==> src/rtl/mips_div_unit_pkg.sv <==
// Shared types and constants for the EX-stage HI/LO divider.
package mips_div_unit_pkg;

  localparam int DATA_W         = 32;
  localparam int DIV_CYCLES_DEF = 32;

  typedef logic [DATA_W-1:0] data_bus_t;

  typedef enum logic [1:0] {
    DIV_IDLE = 2'd0,
    DIV_BUSY = 2'd1,
    DIV_DONE = 2'd2
  } div_state_e;

endpackage

==> src/rtl/mips_div_unit_div_step.sv <==
// One radix-2 restoring step: trial-subtract the divisor from {rem, next dividend bit}.
module mips_div_unit_div_step
  import mips_div_unit_pkg::*;
(
  input  logic [DATA_W-1:0] rem_i,
  input  logic [DATA_W-1:0] dq_i,
  input  logic [DATA_W-1:0] dvs_i,
  output logic [DATA_W-1:0] rem_o,
  output logic [DATA_W-1:0] dq_o
);

  logic [DATA_W:0] partial;
  logic [DATA_W:0] diff;

  // rem < divisor always holds, so the kept value fits in DATA_W bits.
  always_comb begin
    partial = {rem_i, dq_i[DATA_W-1]};
    diff    = partial - {1'b0, dvs_i};
    if (!diff[DATA_W]) begin
      rem_o = diff[DATA_W-1:0];
    end else begin
      rem_o = partial[DATA_W-1:0];
    end
    dq_o = {dq_i[DATA_W-2:0], ~diff[DATA_W]};
  end

endmodule

==> src/rtl/mips_div_unit.sv <==
// Iterative DIV/DIVU unit for the HI/LO path; stalls EX while busy and honours flush.
module mips_div_unit
  import mips_div_unit_pkg::*;
#(
  parameter int DIV_CYCLES = DIV_CYCLES_DEF
) (
  input  logic              clk,
  input  logic              rst_n,
  input  logic              start,
  input  logic              signed_div,
  input  logic [DATA_W-1:0] dividend,
  input  logic [DATA_W-1:0] divisor,
  input  logic              flush,
  input  logic              stall_all,
  output logic              request_from_ex,
  output logic              done,
  output logic [DATA_W-1:0] quotient,
  output logic [DATA_W-1:0] remainder
);

  localparam int CNT_W = (DIV_CYCLES > 1) ? $clog2(DIV_CYCLES) : 1;
  localparam logic [CNT_W-1:0] LAST_STEP = CNT_W'(DIV_CYCLES - 1);

  div_state_e        state_q, state_d;
  logic [CNT_W-1:0]  cnt_q, cnt_d;
  logic [DATA_W-1:0] rem_q, rem_d;
  logic [DATA_W-1:0] dq_q, dq_d;
  logic [DATA_W-1:0] dvs_q, dvs_d;
  logic              q_neg_q, q_neg_d;
  logic              r_neg_q, r_neg_d;
  logic              done_q, done_d;
  logic [DATA_W-1:0] quotient_q, quotient_d;
  logic [DATA_W-1:0] remainder_q, remainder_d;

  logic [DATA_W-1:0] step_rem;
  logic [DATA_W-1:0] step_dq;

  logic signed [DATA_W-1:0] dividend_s;
  logic signed [DATA_W-1:0] divisor_s;

  assign dividend_s = dividend;
  assign divisor_s  = divisor;

  // The most negative value maps onto itself, i.e. unsigned 2^(DATA_W-1).
  function automatic logic [DATA_W-1:0] magnitude(input logic signed [DATA_W-1:0] x,
                                                  input logic use_sign);
    logic [DATA_W-1:0] ux;
    ux = x;
    return (use_sign && x[DATA_W-1]) ? -ux : ux;
  endfunction

  function automatic logic [DATA_W-1:0] apply_sign(input logic [DATA_W-1:0] m,
                                                   input logic neg);
    return neg ? -m : m;
  endfunction

  mips_div_unit_div_step u_div_step (
    .rem_i (rem_q),
    .dq_i  (dq_q),
    .dvs_i (dvs_q),
    .rem_o (step_rem),
    .dq_o  (step_dq)
  );

  always_comb begin
    state_d     = state_q;
    cnt_d       = cnt_q;
    rem_d       = rem_q;
    dq_d        = dq_q;
    dvs_d       = dvs_q;
    q_neg_d     = q_neg_q;
    r_neg_d     = r_neg_q;
    done_d      = done_q;
    quotient_d  = quotient_q;
    remainder_d = remainder_q;

    case (state_q)
      DIV_IDLE: begin
        if (start && !flush) begin
          rem_d   = '0;
          dq_d    = magnitude(dividend_s, signed_div);
          dvs_d   = magnitude(divisor_s, signed_div);
          q_neg_d = signed_div & (dividend_s[DATA_W-1] ^ divisor_s[DATA_W-1]);
          r_neg_d = signed_div & dividend_s[DATA_W-1];
          cnt_d   = '0;
          // Divide by zero needs no iterations: fixed MIPS-style result.
          if (divisor == '0) begin
            state_d     = DIV_DONE;
            done_d      = 1'b1;
            quotient_d  = '1;
            remainder_d = dividend;
          end else begin
            state_d = DIV_BUSY;
          end
        end
      end
      DIV_BUSY: begin
        if (flush) begin
          state_d = DIV_IDLE;
        end else begin
          rem_d = step_rem;
          dq_d  = step_dq;
          cnt_d = cnt_q + CNT_W'(1);
          if (cnt_q == LAST_STEP) begin
            state_d     = DIV_DONE;
            done_d      = 1'b1;
            quotient_d  = apply_sign(step_dq, q_neg_q);
            remainder_d = apply_sign(step_rem, r_neg_q);
          end
        end
      end
      DIV_DONE: begin
        if (flush || !stall_all) begin
          state_d = DIV_IDLE;
          done_d  = 1'b0;
        end
      end
      default: begin
        state_d = DIV_IDLE;
        done_d  = 1'b0;
      end
    endcase
  end

  always_ff @(posedge clk) begin
    if (!rst_n) begin
      state_q     <= DIV_IDLE;
      cnt_q       <= '0;
      rem_q       <= '0;
      dq_q        <= '0;
      dvs_q       <= '0;
      q_neg_q     <= 1'b0;
      r_neg_q     <= 1'b0;
      done_q      <= 1'b0;
      quotient_q  <= '0;
      remainder_q <= '0;
    end else begin
      state_q     <= state_d;
      cnt_q       <= cnt_d;
      rem_q       <= rem_d;
      dq_q        <= dq_d;
      dvs_q       <= dvs_d;
      q_neg_q     <= q_neg_d;
      r_neg_q     <= r_neg_d;
      done_q      <= done_d;
      quotient_q  <= quotient_d;
      remainder_q <= remainder_d;
    end
  end

  // Low in DONE so EX can advance; forced low while reset is held.
  assign request_from_ex = rst_n &
                           (((state_q == DIV_IDLE) & start & ~flush) | (state_q == DIV_BUSY));
  assign done      = done_q;
  assign quotient  = quotient_q;
  assign remainder = remainder_q;

endmodule

==> config.mk <==
export PLATFORM = sky130hd
export DESIGN_NAME = mips_div_unit
export DESIGN_NICKNAME = d
export VERILOG_FILES = /design/src/rtl/mips_div_unit_pkg.sv /design/src/rtl/mips_div_unit_div_step.sv /design/src/rtl/mips_div_unit.sv
export SDC_FILE = /design/constraint.sdc
export NUM_CORES = 1
export LEC_CHECK = 0
export CORE_ASPECT_RATIO = 0.75
export CORE_MARGIN = 3
export CORE_UTILIZATION = 35
export CTS_CLUSTER_SIZE = 16
export DETAILED_ROUTE_END_ITERATION = 16
export DONT_BUFFER_PORTS = 1
export PLACE_DENSITY = 0.55
export SLEW_MARGIN = 20
export SYNTH_ARGS = -nofsm -noshare
export SYNTH_HDL_FRONTEND = slang
export SYNTH_SLANG_ARGS = --single-unit
==> constraint.sdc <==
create_clock -name clk -period 5.4 [get_ports clk]
set_input_delay 0.81 -clock clk [delete_from_list [all_inputs] [get_ports clk]]
set_output_delay 0.81 -clock clk [all_outputs]
set_load 0.005 [all_outputs]
==> metrics.md <==
| Metric | Value |
|---|---|
| Status | finished clean |
| Psw | 0.001044 W |
| Max-cap violations | 0 |
| CP Capture Type | register |
| Hold Worst Slack | between 400 and 500 ps |
| Placed wire-length estimate | about 30 mm |
| Critical path data arrival time | ~5300 ps |
| Top cells by area, synth | dfxtp_1 29%, nor2_1 7.7%, a21oi_1 7.6% |
| Clock power share | between 30% and 40% |
| Mapped Cells | roughly 1600 |
| Pleak | 4.652 nW |
| Worst slew margin | just over 30% |
| Setup slack, reg-to-reg | 480 ps |
| Core Region | between 30000 and 40000 um^2 |
| Share of power burned in combinational logic | approximately a fifth |
| Synth Area in Compound Gates | 27.87% |
| # Post-CTS Setup Buffers | 0 |
| Max Clock Skew | about 11 ps |
| Pwr per Cell Area | about 250 nW/um^2 |
| Initial antenna violation count | 0 |
| Synthesized-area fraction occupied by and/or/nand/nor cells | between 20% and 30% |
| Sequential area share after synthesis | 28.97% |
| Area growth, synth to finish | 8.403% |
| TritonCTS clock tree | built |
| Yosys top cell by area | dfxtp_1 |
| Routed WL | 39.76 mm |
| Fin util | between 30% and 40% |
| Unrepaired setup endpoints after global routing | false |
| Vias in the first global route | about 11000 |
| Die area | about 36000 um^2 |
| VDD IR max | 0.1528 mV |
| Post-synth top cells | 240 x nor2_1, 178 x a21oi_1, 170 x dfxtp_1, 145 x nand2_1, 91 x o21ai_0 |
| Library cells used by synthesis | 81 |
| GRT Overall Usage | 22.03% |
| Detailed Route Iter0 Violations | roughly 1000 |
| Total CTS buffers | 17 |
| Gpl congestion | approximately 0.9 |
| Total gr overflow | 0 |
| Total power | 0.003237 W |
| Worst R2R Path Depth | 20 |
| TritonRoute pass-1 iters | 5 |
| EDFF count, synth | 0 |
| Die X | roughly 220 um |
| Worst-path fanout max | 10 |
| Clk buf depth | 2 |
| Post-Synth Adder-Cell Area | approximately 4.2% |
| Post-synthesis xor/xnor area fraction | under 10% |
| Root Buffer | clkbuf_16 |
| # DRC | 0 |
| Post-synth top area share | 28.97% |
| Area post-placement | between 10000 and 15000 um^2 |
| Cell-internal power | 0.002193 W |
| Wirelength per Cell | around 20 um |
| Die Y-Extent | 164.7 um |
| Later-pin clock latency in the skew report | about 440 ps |
| DR vias/cell | about 5.7 |
| Crit-path cells | inv_1, ha_1, inv_1, fa_1, a211oi_2, o21ai_4, o2111ai_4, a21oi_1, o21a_1, nor2_4, mux2i_1, ha_1, inv_1, nor3b_1, o2111a_1, a31oi_1, buf_4, o41ai_1, xnor2_1, a2111oi_2 |
| CP Launch Type | register |
| Most used cell, CP | inv_1 |
| Io pins | around 140 |
| Final hold viol count | 0 |
| Final setup fails | 0 |
| Warnings, synthesis | 0 |
| Clock sink total | 170 |
| Sw frac | approximately 32% |
| # diodes | 0 |
| PortBufs | 0 |
| Number of fill cells | between 3000 and 4000 |
| # rows | between 50 and 60 |
| Clk slew on worst S/H paths | roughly 70 ps |
| Initial Utilization | between 30% and 40% |
| H-tree depth | 4 |
| Fin nets | between 1500 and 2000 |
| Post-route cell area | 12740 um^2 |
| Synth Net Count | approximately 1700 |
| Kind of critical path | register to register |
| Most common cell in the synthesized netlist | nor2_1 |
| Critical path's largest stage delay | roughly 440 ps |
| Critical Path Sink | remainder[18] |
| Layout cells sized above 1 | under 10% |
| Hold WC Path Type | register to register |
| Final Cycle Share | 91.12% |
| WP data required | 5730 ps |
| #FFs+latches synth | between 150 and 200 |
| First-pass GRT wire length | between 60 and 70 mm |
| Largest net degree at the start of global routing | between 90 and 100 |
| Detail Route Antenna Nets | 0 |
| Slowest-stage cell, CP | fa_1 |
| Final TNS setup | 0 ps |
| Reg power frac | 40.9% |
| Slew Viols, Final | 0 |
| Avg Synthesized Cell Area | between 7 and 8 um^2 |
| Worst-Margin Slew | 1041 ps |
| Largest family of logic cells by synthesized area | compound AO/OA/AOI/OAI gates |
| Async SR Flop Fraction | 0% |
| Main synth FF type | dfxtp_1 |
| Reg2reg start | dq_q[31] |
| Crit path time final | just under 5000 ps |
| Routed vias | roughly 11000 |
| Multiplexer area fraction after synthesis | around 2.4% |
| FMAX | roughly 200 MHz |
| Post-Syn Area | ~12000 um^2 |
| CP startpoint | dq_q[31] |
| Worst flop-to-flop path endpoint | remainder[18] |
[state kept, by name, summed over array words and instances, names as in the netlist, 2 cells and up]
signal     cells
dq_q          32
dvs_q         32
quotient      32
rem_q         32
remainder     32
cnt_q          5
state_q        2
[power by group through the flow]
stage / Sequential [W] / Clock (W) / Combinational, W
2_1_floorplan: 0.00134 / 0 / 0.000508
3_3_place_gp: 0.00135 / 0 / 0.000663
3_5_place_dp: 0.00135 / 0 / 0.000664
4_1_cts: 0.00132 / 0.00127 / 0.000667
5_1_grt: 0.00133 / 0.00131 / 0.000750
6_report: 0.00132 / 0.00124 / 0.000673
[placed cells by master (no fill, tap or decap), types with 5 or more instances in the layout]
master / n
a211oi_1: 54
a21o_1: 8
a21oi_1: 178
a22oi_1: 13
a311oi_1: 29
a31oi_1: 22
and2_1: 8
and3_1: 10
buf_4: 24
clkbuf_16: 17
dfxtp_1: 170
ha_1: 38
inv_1: 54
mux2_2: 5
mux2i_1: 22
nand2_1: 145
nand2b_1: 11
nand3_1: 25
nand3b_1: 6
nand4_1: 9
nor2_1: 235
nor2b_1: 5
nor3_1: 34
nor4_1: 15
o211ai_1: 10
o21a_1: 10
o21ai_0: 91
o21ai_1: 7
o31a_1: 5
o31ai_1: 21
o41ai_1: 13
or3_1: 20
or4_1: 11
xnor2_1: 63
xor2_1: 64
[stage by stage]
stage          worst slack, ps  cells
5_1_grt                  39.55   1991
3_3_place_gp             732.5   1959
6_report                 479.6   1991
4_1_cts                  521.0   1991
3_5_place_dp             528.6   1959
2_1_floorplan            650.8   1594
[cell type report]
cell class,count,area (um^2),area share (%)
well taps,442,553.0,4.342
flip-flops and latches,170,3403,26.72
multi-input cells,1266,7796,61.21
clock inverters,12,113.9,0.8940
inverters,56,212.7,1.670
repair buffers,25,200.2,1.572
clock buffers,20,456.7,3.586
[critical path, delay by kind of cell (launching register included)]
kind | cells | cell delay (ps)
buffers and inverters | 4 | 460
AND/OR/NAND/NOR | 2 | 390
AO/OA/AOI/OAI | 9 | 2330
multiplexers | 1 | 310
XOR/XNOR | 1 | 150
adder cells (fa/ha/maj) | 3 | 840
flip-flops | 1 | 330
[repair_timing]
item                       in CTS  in global routing
resized for setup               0                  1
setup endpoints to repair       0                  1
hold buffers                    0                  0
[routing by layer]
| metal | GRT usage, % | vias to the layer above | wire, um |
|---|---|---|---|
| li1 | - | 5607 | - |
| met5 | 0 | - | 0 |
| met3 | 5.867 | 43 | 3039 |
| met2 | 32.70 | 333 | 16730 |
| met1 | 31.37 | 5447 | 19110 |
| met4 | 6.252 | 0 | 886 |
[logic make-up after synthesis]
family,after synthesis
adders and majority gates,39
muxes,28
buffers and inverters,158
AOI/OAI and AO/OA,509
xor gates and xnor gates,128
DFF,170
and+or+nand+nor,562
[worst min-delay path by stage]
| stage | start | to | slack, ps | depth (start not counted) |
|---|---|---|---|---|
| 2_1_floorplan | dvs_q[22] | dvs_q[22] | 430 | 2 |
| 3_3_place_gp | cnt_q[4] | cnt_q[4] | 440 | 2 |
| 3_5_place_dp | dvs_q[23] | dvs_q[23] | 450 | 2 |
| 4_1_cts | cnt_q[4] | cnt_q[4] | 460 | 2 |
| 5_1_grt | cnt_q[4] | cnt_q[4] | 470 | 2 |
| 6_report | dvs_q[23] | dvs_q[23] | 460 | 2 |
No activity file was read; power rests on OpenSTA's default activity.
